[config.mk]
export PLATFORM = sky130hd
export DESIGN_NAME = ysyx_22050058_ifu_resp
export DESIGN_NICKNAME = d
export VERILOG_FILES = /design/src/rtl/ysyx_22050058_ifu_resp.sv
export SDC_FILE = /design/constraint.sdc
export NUM_CORES = 1
export LEC_CHECK = 0
export ABC_AREA = 1
export CELL_PAD_IN_SITES_DETAIL_PLACEMENT = 0
export CELL_PAD_IN_SITES_GLOBAL_PLACEMENT = 1
export CORE_MARGIN = 2
export CORE_UTILIZATION = 30
export CTS_CLUSTER_SIZE = 30
export DETAILED_ROUTE_END_ITERATION = 7
export GPL_TIMING_DRIVEN = 1
export PLACE_DENSITY = 0.77
export SETUP_SLACK_MARGIN = 0.4
export SYNTH_ARGS = -nofsm -noshare
export SYNTH_HDL_FRONTEND = slang
export SYNTH_SLANG_ARGS = --single-unit
export TNS_END_PERCENT = 5
[constraint.sdc]
create_clock -name clk -period 5.6 [get_ports clk]
set_clock_uncertainty 0.05 [all_clocks]
set_input_delay 1.68 -clock clk [delete_from_list [all_inputs] [get_ports clk]]
set_output_delay 1.68 -clock clk [all_outputs]
set_load 0.03 [all_outputs]
[src/rtl/ysyx_22050058_ifu_resp.sv]
// Instruction-fetch responder: turns the PC register's pc/ce into a single
// outstanding valid/ready read, selects the 32-bit word from the returned
// doubleword and presents it to the IF/ID boundary. Holds the PC through
// stallreq_if while a fetch is in flight and drops wrong-path responses
// after a jump.
//
// Handshake: a request transfers on a rising edge where mem_req_valid and
// mem_req_ready are both 1. Once mem_req_valid is raised, it and
// mem_req_addr stay stable until that transfer; a request is never
// withdrawn. mem_resp_valid is a one-cycle pulse with no back-pressure,
// with at most one response per accepted request, returned in order.
module ysyx_22050058_ifu_resp #(
    parameter int ADDR_W = 64,
    parameter int DATA_W = 64
) (
    input  logic              clk,
    input  logic              rst,
    input  logic [ADDR_W-1:0] pc,
    input  logic              ce,
    input  logic              isjump,
    input  logic [5:0]        stall,
    output logic              stallreq_if,
    output logic              mem_req_valid,
    input  logic              mem_req_ready,
    output logic [ADDR_W-1:0] mem_req_addr,
    input  logic              mem_resp_valid,
    input  logic [DATA_W-1:0] mem_resp_data,
    output logic [31:0]       inst,
    output logic [ADDR_W-1:0] inst_pc,
    output logic              inst_valid,
    output logic [1:0]        dbg_state
);

    typedef enum logic [1:0] {
        S_IDLE = 2'd0,  // nothing outstanding
        S_REQ  = 2'd1,  // request presented, not yet accepted
        S_WAIT = 2'd2,  // request accepted, awaiting response
        S_HOLD = 2'd3   // response parked in the skid buffer while decode stalls
    } state_t;

    state_t r_state;
    state_t w_state_nxt;

    logic [ADDR_W-1:0] r_req_pc;
    logic              r_drop;
    logic [31:0]       r_skid_inst;
    logic [ADDR_W-1:0] r_skid_pc;

    logic              w_dec_stall;
    logic              w_issue;
    logic              w_resp_take;
    logic              w_load_direct;
    logic              w_load_skid;
    logic              w_release;
    logic [31:0]       w_resp_word;
    logic              w_unused;

    // Only the decode-stall bit of the controller vector matters here.
    assign w_dec_stall = stall[1];
    assign w_unused    = ^{stall[5:2], stall[0]};

    // A fetch is issued from IDLE whenever the PC register presents one,
    // unless a redirect is replacing the address this very cycle.
    assign w_issue = (r_state == S_IDLE) & ce & ~isjump;

    // A response is kept only if it is for the right path and no redirect
    // coincides with it; otherwise it is silently dropped.
    assign w_resp_take   = (r_state == S_WAIT) & mem_resp_valid & ~r_drop & ~isjump;
    assign w_load_direct = w_resp_take & ~w_dec_stall;
    assign w_load_skid   = w_resp_take & w_dec_stall;
    assign w_release     = (r_state == S_HOLD) & ~w_dec_stall & ~isjump;

    // The memory returns an aligned doubleword; bit 2 of the fetch address
    // picks which half holds the instruction.
    assign w_resp_word = r_req_pc[2] ? mem_resp_data[63:32] : mem_resp_data[31:0];

    // State register.
    always_ff @(posedge clk) begin
        if (rst) begin
            r_state <= S_IDLE;
        end else begin
            r_state <= w_state_nxt;
        end
    end

    // Next-state logic.
    always_comb begin
        w_state_nxt = r_state;
        case (r_state)
            S_IDLE: begin
                if (w_issue) begin
                    w_state_nxt = mem_req_ready ? S_WAIT : S_REQ;
                end
            end
            S_REQ: begin
                // A redirect here does not cancel the request; it only
                // marks the eventual response for discard.
                if (mem_req_ready) begin
                    w_state_nxt = S_WAIT;
                end
            end
            S_WAIT: begin
                if (mem_resp_valid) begin
                    w_state_nxt = w_load_skid ? S_HOLD : S_IDLE;
                end
            end
            S_HOLD: begin
                if (isjump || !w_dec_stall) begin
                    w_state_nxt = S_IDLE;
                end
            end
            default: w_state_nxt = S_IDLE;
        endcase
    end

    // Output logic: memory request, PC hold request and state visibility.
    always_comb begin
        mem_req_valid = 1'b0;
        mem_req_addr  = r_req_pc;
        stallreq_if   = 1'b0;
        dbg_state     = r_state;
        case (r_state)
            S_IDLE: begin
                mem_req_valid = ce & ~isjump;
                mem_req_addr  = pc;
                stallreq_if   = ce;
            end
            S_REQ: begin
                mem_req_valid = 1'b1;
                mem_req_addr  = r_req_pc;
                stallreq_if   = 1'b1;
            end
            S_WAIT: begin
                // The PC may advance in the cycle the good response arrives,
                // so the next fetch can issue right after the output loads.
                stallreq_if = ~(mem_resp_valid & ~r_drop & ~w_dec_stall);
            end
            S_HOLD: begin
                stallreq_if = 1'b1;
            end
            default: begin
                stallreq_if = 1'b0;
            end
        endcase
        // A redirect lets the PC register load the jump target immediately.
        if (isjump) begin
            stallreq_if = 1'b0;
        end
    end

    // Outstanding-fetch address and the wrong-path discard flag.
    always_ff @(posedge clk) begin
        if (rst) begin
            r_req_pc <= '0;
            r_drop   <= 1'b0;
        end else begin
            if (w_issue) begin
                r_req_pc <= pc;
                r_drop   <= 1'b0;
            end else if (isjump && (r_state == S_REQ || r_state == S_WAIT)) begin
                r_drop <= 1'b1;
            end
        end
    end

    // One-entry skid buffer for a response that lands while decode stalls.
    always_ff @(posedge clk) begin
        if (rst) begin
            r_skid_inst <= '0;
            r_skid_pc   <= '0;
        end else if (w_load_skid) begin
            r_skid_inst <= w_resp_word;
            r_skid_pc   <= r_req_pc;
        end
    end

    // IF/ID output register: load, bubble, hold under stall, flush on jump.
    always_ff @(posedge clk) begin
        if (rst) begin
            inst       <= '0;
            inst_pc    <= '0;
            inst_valid <= 1'b0;
        end else if (isjump) begin
            inst_valid <= 1'b0;
        end else if (w_load_direct) begin
            inst       <= w_resp_word;
            inst_pc    <= r_req_pc;
            inst_valid <= 1'b1;
        end else if (w_release) begin
            inst       <= r_skid_inst;
            inst_pc    <= r_skid_pc;
            inst_valid <= 1'b1;
        end else if (!w_dec_stall) begin
            inst_valid <= 1'b0;
        end
    end

endmodule

Word-level counts from Yosys, hierarchy flattened --
Index checks and enable logic that the tools add are counted.
Word-level totals: flip-flop bits (word level) 260, input bits 140, logic and storage cells 62
Operators by class: eq/ne operators 8, muxes and demuxes 19, bitwise operators 16, reduce and logical (&&, ||, !) cells 11
Operator list (number):
- $mux 64 | 3
- $mux 32 | 3
- $and 1x1->1 | 12
- $mux 2 | 6
- $pmux 2 s4 | 1
- $ne 2x2->1 const B | 3
- $reduce_or 2->1 | 3
- $eq 2x2->1 const B | 2
- $mux 1 | 4
- $not 1->1 | 4
- $reduce_and 4->1 | 1
- $ne 3x1->1 const B | 1
- $pmux 1 s3 | 1
- $eq 2x1->1 const B | 1
- $logic_not 2->1 | 1
- $logic_or 1x1->1 | 2
- $ne 2x1->1 const B | 1
- $pmux 1 s2 | 1
- $reduce_and 2->1 | 1
- $reduce_bool 2->1 | 1
- $logic_and 1x1->1 | 1
- $logic_not 1->1 | 1

Logic depth before layout (Yosys ltp) --
word-level depth 8, gate-level depth with buffers 11, mapped depth without buffers 8

Worst setup path before layout --
Ideal clock, no wire load.
path kind input port to output port, start point input isjump, end point output stallreq_if, arrival 2596 ps, data required time 3870 ps, slack 1274 ps, stages on the path 8, cell sequence inv_2 nand2_1 nor2_1 buf_4 inv_2 buf_6 buf_6 nand2_1
On the way: longest elaborated chain between the ends 1
Ends and longest elaborated chain:
- start, declared | line 20 | input logic isjump,
- $mux 1 | line 146 | if (isjump) begin
- end, declared | line 22 | output logic stallreq_if,
No other way between the ends.

Final worst setup path --
start point register r_state[0] (netlist: dbg_state[0]), end point output mem_req_addr[63]
On the way: longest elaborated chain between the ends 2
Ends and longest elaborated chain:
- start, declared | line 41 | state_t r_state;
- start signal, assigned | line 82 | r_state <= w_state_nxt;
- $logic_not 2->1 | line 122 | case (r_state)
- $mux 64 | line 122
- end, declared | line 25 | output logic [ADDR_W-1:0] mem_req_addr,
No other way between the ends.

==> impl_metrics.json <==
{
  "cpMostUsedCell": "nand2_1",
  "die_w_um": 197,
  "grt_max_degree": 121,
  "ys_ff_latch": 260,
  "setup_viol": 0,
  "cts_hold_repair.buffers": 0,
  "start_kind": "flip-flop",
  "status": "finished clean",
  "swShare": 0.347,
  "core_mm2": 0.0367,
  "wire_per_inst_um": 15.1,
  "met3_usage": 0.0415,
  "drt-total-wl_um": 36200,
  "p_leak_nw": 6.87,
  "synth_top_area_cell": "dfxtp_1",
  "multi_input_area_mm2": 0.00529,
  "met1_usage": 0.231,
  "cts_tree": "yes",
  "max-slew-margin-rel": 0.474,
  "cts_root_buf": "clkbuf_16",
  "ys_seq_area_frac": 0.465,
  "seq_power_share": 0.367,
  "synthesis.instances": 1688,
  "use_met2": 0.297,
  "synth_edf_count": 0,
  "antenna_found_initial": 1,
  "vias_per_cell": 4.70,
  "ys_warn_count": 0,
  "cts_setup_buffers": 0,
  "grt_setup_unrepaired": "no",
  "grt_most_used_layer": "met2",
  "max_freq_mhz": 208,
  "postSynthAreaPerCell_um2": 6.64,
  "clk_pin_slew_ns": 0.07,
  "finalCriticalPeriod_ns": 4.80,
  "arrival_ns": 3.07,
  "synth_area_leaders": "dfxtp_1, nand2_1, nor2_1",
  "grt_pass1_vias": 10500,
  "cts_resized": 0,
  "numClockSinks": 260,
  "io_pins": 305,
  "grt_pass1_wl_um": 56400,
  "synth_area_mm2": 0.0112,
  "postSynth.asyncResetShare": 0,
  "cts_made_buffers": 30,
  "worst_pin_slew_ns": 0.788,
  "drv_cap": 0,
  "area_growth_pct": 37.7,
  "powerDensity_mw_per_mm2": 385,
  "slew_viol_final": 0,
  "yosysUniqueCellTypes": 22,
  "fillers": 3760,
  "final-instance-count-excl-fill": 2401,
  "dp_cells": 2345,
  "cp_max_fo": 52,
  "ys.flop_type": "dfxtp_1",
  "vias": 11300,
  "setup_tns_ns": 0,
  "grt_usage": 0.178,
  "die_area_mm2": 0.0389,
  "grt_overflow_total": 0,
  "synth_top_cell_area_share": 0.465,
  "dp_hpwl_um": 21300,
  "comb_power_share": 0.306,
  "layout-drive-gt1-share": 0.0383,
  "seqCellArea_mm2": 0.00521,
  "io_buffers": 299,
  "start_util": 0.305,
  "path_class": "flip-flop to output pin",
  "die_h_um": 197,
  "cp.required_ns": 3.87,
  "p_switching_mw": 2.06,
  "hold_class": "flip-flop to flip-flop",
  "vdd_drop_max_uv": 240,
  "power.internal_mw": 3.88,
  "layout.nets": 2053,
  "rows": 70,
  "cts_max_path_buffers": 3,
  "synth_nets": 1832,
  "drtIter0Drc": 633,
  "routabilityCongestion": 0.759,
  "p_clk_frac": 0.328,
  "clkLatencyLatePin_ns": 0.56,
  "end_kind": "output pin",
  "first_pass_iters": 5,
  "slowest_delay_ns": 0.68,
  "fin_crit_sh": 0.857,
  "hold_viol": 0,
  "htreeDepth": 1,
  "drc": 0,
  "crit_slowest_cell": "clkdlybuf4s50_1",
  "path_cells": "inv_1 -> ha_2 -> buf_4 -> nand2_1 -> nand2_1 -> clkdlybuf4s50_1",
  "antenna_left": 0
}
[flip-flops by register name, summed over array words and instances, names as in the netlist]
| register | flops |
|---|---|
| r_req_pc | 64 |
| dbg_state | 2 |
| inst | 32 |
| r_skid_pc | 64 |
| inst_valid | 1 |
| inst_pc | 64 |
| r_skid_inst | 32 |
| r_drop | 1 |
[worst paths after layout]
kind | startpoint | endpoint | slack (ns) | cells after the start
worst max register to register | dbg_state[0] | r_req_pc[56] | 2.90 | 8
worst min register to register | r_skid_inst[15] | r_skid_inst[15] | 0.41 | 2
worst max-delay path | dbg_state[0] | mem_req_addr[63] | 0.80 | 6
worst min-delay path | r_skid_inst[15] | r_skid_inst[15] | 0.41 | 2
[worst max-delay path, delay by kind of cell (launching register included)]
kind	cells	cell delay [ns]
buf+inv	3	1.39
simple gates	2	0.25
flops	1	0.36
fa+ha+maj	1	0.48
[layer usage]
metal | wire length (µm) | part of all wire
met3 | 2550 | 0.070
met2 | 16400 | 0.45
met5 | 0 | 0
met4 | 854 | 0.024
met1 | 16500 | 0.45
[final cells by class]
class | instances | area share
Timing Repair Buffer | 314 | 0.205
Tap cell | 468 | 0.0379
Antenna cell | 1 | 0.000162
Multi-Input combinational cell | 1255 | 0.343
Clock inverter | 7 | 0.00665
Clock buffer | 48 | 0.0576
Inverter | 48 | 0.0122
Sequential cell | 260 | 0.337
[synthesized netlist by cell type, drive strengths merged, types with 4 or more instances]
master,n
a21oi,132
dfxtp,260
ha,4
o21ai,259
inv,47
clkbuf,77
nor2,356
buf,48
nand2,496
nand3,4
[cell families after synthesis]
| kind of cell | count (synthesis) | synth area share |
|---|---|---|
| compound gates | 394 | 0.177 |
| fa+ha+maj | 4 | 0.00447 |
| buf+inv | 173 | 0.0658 |
| flops | 260 | 0.465 |
| simple gates | 857 | 0.289 |
[power by group through the flow]
| stage | clock [mW] | sequential (mW) | combinational [mW] |
|---|---|---|---|
| after global routing | 2.08 | 2.20 | 1.98 |
| after CTS | 2.00 | 2.18 | 1.84 |
| final | 1.95 | 2.18 | 1.81 |
| after global placement | 0 | 2.21 | 1.83 |
| after floorplan | 0 | 2.27 | 0.990 |
| after detailed placement | 0 | 2.21 | 1.83 |
[per-stage QoR]
step                power (mW)  area, µm²  worst slack [ns]  hold slack, ns  utilization
finish                    5.93      15400             0.802           0.412        0.421
global route              6.26      15400             0.536           0.434        0.421
CTS                       6.02      15400             0.703           0.412        0.420
detailed placement        4.04      14400             0.813           0.402        0.393
global placement          4.03      14400             0.818           0.398        0.393
floorplan                 3.26      11200              1.27           0.389            -
[placed cells by master (no fill, tap or decap), types with 2 or more instances in the layout]
cell	n
dfxtp_1	259
nor2_4	2
clkbuf_8	7
nand2_1	495
clkbuf_16	30
clkbuf_1	11
nand3_1	3
buf_4	11
a21oi_1	132
ha_1	3
inv_6	2
clkdlybuf4s50_1	296
o21ai_1	9
inv_1	42
bufinv_16	2
buf_12	6
nor2_1	354
o21ai_0	250
clkinv_2	4
inv_2	3
(Power assumes the default switching activity.)
==> variant 1 (same flow settings) <==
Put a register stage on the output `dbg_state`, with the module's reset. The value now appears one clock later. The other outputs are not delayed to match.
--- a/src/rtl/ysyx_22050058_ifu_resp.sv
+++ b/src/rtl/ysyx_22050058_ifu_resp.sv
@@ -40,2 +40,4 @@
 
+    logic [1:0] dbg_state_d;
+
     state_t r_state;
@@ -120,3 +122,3 @@
         stallreq_if   = 1'b0;
-        dbg_state     = r_state;
+        dbg_state_d   = r_state;
         case (r_state)
@@ -197,2 +199,10 @@
 
+    always_ff @(posedge clk) begin
+        if (rst) begin
+            dbg_state <= '0;
+        end else begin
+            dbg_state <= dbg_state_d;
+        end
+    end
+
 endmodule
Check against the original RTL: not equivalent (Yosys sat finds a counterexample within 4 cycles, from zero or initial values and one cycle with rst high).
==> variant 1 against the original RTL <==
- largest power group is now combinational cells
- count of clock-buffer cells in the layout down 3
- die area up 7.8%
- area after synthesis up 8.0%
- setup slack worse by 63 ps
- combinational power up 35%
- critical path type is now input pin to output pin
- power up 13%
- maximum frequency down 1.3%
- via count up 9.9%
- highest routed layer is now met5
- design area up 6.4%
- routed wire length up 13%
- sequential cell count up 2
==> variant 1: results (changes against the original RTL) <==
Status
  • Outcome: finished clean

Worst setup path
  • Flop2flop setup slack: 2760 ps (-140 ps)
  • Critical path origin: pc[0]
  • Worst EP arrival: 3130 ps (+60 ps)
  • Crit path capture: mem_req_addr[0]
  • Critical path's largest stage delay: 730 ps (+50 ps)
  • R2R Path Start: dbg_state_d[0]
  • Worst-path maximum fanout: 2 (-96%)

Route
  • Vias per cell: 5.010 (+6.5%)
  • Total routed wirelength: 40.93 mm (+13%)
  • 1st-iter DRT viols: 664 (+4.9%)

Global route
  • First-pass GRT wire length: 64.04 mm (+13%)
  • GR Layer Usage met1: 24.86% (+1.7 points)
  • Number of global-route vias before repair: 11550 (+10%)
  • Met3 GRT Util: 4.566% (+0.42 points)
  • Met2 Usage GRT: 30.77% (+1.1 points)
  • Pin count of the biggest net entering global routing: 194 (+60%)
  • GRT Overall Usage: 18.71% (+0.90 points)

Placed design
  • DP Wirelength: 24.13 mm (+13%)

Yosys
  • Synth Instances: 1742 (+3.2%)
  • Synth cell types: 19 (-14%)
  • Syn nets: 1886 (+2.9%)
  • Top post-synthesis cells by area: dfxtp_1, nand2_1, a21oi_1

Pwr
  • Leak: 6.587 nW (-4.1%)
  • VDD IR max: 0.2621 mV (+9.0%)

Final layout
  • Final nets: 2072 (+0.93%)
  • Final std cells w/o fill: 2477 (+3.2%)
  • Layout cells sized above 1: 4.562% (+0.73 points)

Timing
  • Max-slew headroom: 16.05% (-31 points)
-- variant 1: stage by stage --
stage	power [mW]	worst slack, ps
after CTS	6.779	726.6
after global placement	4.606	755.5
after global routing	7.060	597.0
final	6.695	739.0
after floorplan	3.645	1243
after detailed placement	4.620	732.4
-- variant 1: metal layers --
layer | wire length, um | vias to the layer above
met5 | 13 | -
met4 | 494 | 2
met3 | 3300 | 38
met2 | 18340 | 367
met1 | 18780 | 5766
li1 | - | 6236
-- variant 1: worst min-delay path by stage --
| stage | slack, ps | start | depth (start not counted) | endpoint |
|---|---|---|---|---|
| after floorplan | 390 | r_skid_inst[25] | 1 | r_skid_inst[25] |
| after global placement | 400 | r_skid_inst[17] | 1 | r_skid_inst[17] |
| after detailed placement | 400 | r_skid_inst[20] | 1 | r_skid_inst[20] |
| after CTS | 420 | r_skid_inst[1] | 1 | r_skid_inst[1] |
| after global routing | 430 | r_skid_inst[10] | 1 | r_skid_inst[10] |
| final | 410 | r_skid_inst[8] | 1 | r_skid_inst[8] |
-- variant 1: logic make-up after synthesis --
logic type	after synthesis	share of synthesized area, %
AOI/OAI and AO/OA	482	20.61
buffers and inverters	314	10.34
and+or+nand+nor	680	25.27
adders and majority gates	4	0.4138
DFF	262	43.37
-- variant 1: power by group --
part | switching (mW) | leakage, nW | internal, mW
combinational | 1.61 | 3.92 | 0.844
clock | 0.801 | 0.539 | 1.32
sequential | 0.0720 | 2.12 | 2.05
total | 2.48 | 6.59 | 4.21
-- variant 1: worst max-delay path, delay by kind of cell --
family          cells  cell delay [ps]
compound gates      1              120
simple gates        1               60
buf+inv             2             1270
-- variant 1: area by class of cell --
class / instances / area [um2]
Clock inverter: 10 / 153.9
Timing Repair Buffer: 322 / 3221
Fill cell: 4090 / 23320
Tap cell: 525 / 656.9
Multi-Input combinational cell: 1166 / 5649
Inverter: 146 / 559.3
Clock buffer: 45 / 928.4
Sequential cell: 262 / 5245
Antenna cell: 1 / 2.502
==> variant 2 (same settings) <==
Without the edit above. Make the reset (`rst`) asynchronous in 4 clocked blocks.
--- a/src/rtl/ysyx_22050058_ifu_resp.sv
+++ b/src/rtl/ysyx_22050058_ifu_resp.sv
@@ -77,3 +77,3 @@
     // State register.
-    always_ff @(posedge clk) begin
+    always_ff @(posedge clk or posedge rst) begin
         if (rst) begin
@@ -151,3 +151,3 @@
     // Outstanding-fetch address and the wrong-path discard flag.
-    always_ff @(posedge clk) begin
+    always_ff @(posedge clk or posedge rst) begin
         if (rst) begin
@@ -166,3 +166,3 @@
     // One-entry skid buffer for a response that lands while decode stalls.
-    always_ff @(posedge clk) begin
+    always_ff @(posedge clk or posedge rst) begin
         if (rst) begin
@@ -177,3 +177,3 @@
     // IF/ID output register: load, bubble, hold under stall, flush on jump.
-    always_ff @(posedge clk) begin
+    always_ff @(posedge clk or posedge rst) begin
         if (rst) begin
Formal check against the unedited RTL: differs if rst is asserted again (counterexample within 4 cycles, from zero or initial values and one cycle with rst high); with rst held inactive, the same outputs for 4 cycles.
==> variant 2 against the original RTL <==
- via count is 1.1% lower
- first-iteration DRC count is 9.8% higher
- setup slack worse by 270 ps
- design area is 9.6% higher
- area after synthesis is 12% higher
- cell count is 1.1% lower
- sequential cell count stayed put
- routed wire length is 3.4% higher
Power is not compared: it rests on default switching activity, and its combinational part moved more than twofold at a synthesized area within 25%.
==> variant 2: results (changes against the original RTL) <==
Final layout
  • Final std cells w/o fill: 2374 (-1.1%)
  • Post-route cell area: 0.01692 mm2 (+9.6%)
  • Filler cells: 4162 (+11%)
  • Layout cells sized above 1: 6.732% (+2.9 points)
  • Non-CTS buffers: 321 (+2.2%)
  • Clock network area share: 6.228% (-0.19 points)
  • Final nets: 1964 (-4.3%)
  • Diode count: 0 (-1)
  • Number of clock buffers in the layout: 49 (+2.1%)

Global route
  • Initial antenna violation count: 2 (+1)
  • GRT Overall Usage: 16.99% (-0.82 points)
  • Pin count of the biggest net entering global routing: 185 (+53%)
  • First-pass GRT wire length: 60.35 mm (+6.9%)

Status
  • Outcome: finished clean

Route
  • 1st-iter DRT viols: 695 (+9.8%)
  • Routed len/inst: 15.78 um (+4.6%)

Yosys
  • Synth cell types: 21 (-4.5%)
  • Top post-synthesis cells by area: dfrtp_1, nand2_1, o21ai_0
  • Syn nets: 1728 (-5.7%)
  • Commonest cells in the netlist: nand2_1, dfrtp_1, o21ai_0, nand3_1, inv_1

Worst setup path
  • Worst EP arrival: 3340 ps (+270 ps)
  • Depth of the worst register-to-register path: 9 (+1)
  • Worst-path maximum fanout: 7 (-87%)
  • Critical path's largest stage delay: 780 ps (+100 ps)

Placed design
  • DP Area: 0.01586 mm2 (+9.9%)
  • Placed insts: 2319 (-1.1%)
  • GPL Wtd Cong: 0.7562 (-0.42%)
  • Dpl ws: 553.8 ps (-259.0 ps)
  • DP Wirelength: 23.61 mm (+11%)
variant 2: cell count changes in the layout (fill, tap and decap cells not counted), moves of 10 or more:
| cell | change |
|---|---|
| nand3_1 | +194 |
| or2_2 | +32 |
| dfrtp_1 | +260 |
| dfxtp_1 | -259 |
| nand2_1 | -128 |
| o21ai_1 | +21 |
| a21oi_1 | -67 |
| o21ai_2 | +10 |
| inv_1 | +127 |
| nor2_1 | -286 |
variant 2: critical path: cells and delay by family:
| kind | cells | cell delay, ps |
|---|---|---|
| AOI/OAI and AO/OA | 2 | 240 |
| buffers and inverters | 3 | 1420 |
variant 2: per-layer routing:
metal | vias to the layer above | global-route usage, % | wire length [um]
met5 | - | 0 | 28
met4 | 4 | 4.261 | 690
met3 | 47 | 3.683 | 2082
met2 | 244 | 27.69 | 17600
met1 | 5326 | 22.98 | 17060
li1 | 5549 | - | -
variant 2: worst paths after layout:
kind                                from  slack [ps]             to
setup / recovery                  isjump         530    stallreq_if
hold / removal             r_skid_pc[24]         430  r_skid_pc[24]
setup reg to reg            dbg_state[0]        2780       inst[30]
hold reg to reg            r_skid_pc[24]         430  r_skid_pc[24]
max in group asynchronous            rst        3120  r_skid_pc[23]
min in group asynchronous            rst        1450       inst[18]
variant 2: where the power goes:
part | total (mW) | leakage, nW | internal [mW] | switching (mW)
logic | 5.07 | 4.13 | 1.92 | 3.14
clock network | 2.05 | 0.525 | 1.27 | 0.781
registers | 3.27 | 3.17 | 2.80 | 0.470
variant 2: logic make-up (layout without fill, tap and decap cells):
logic type	count (synthesis)	in the layout	share of synthesized area, %
simple gates	671	671	22.85
compound gates	358	358	14.57
buf+inv	289	548	10.25
flops	260	260	51.83
fa+ha+maj	5	5	0.4984
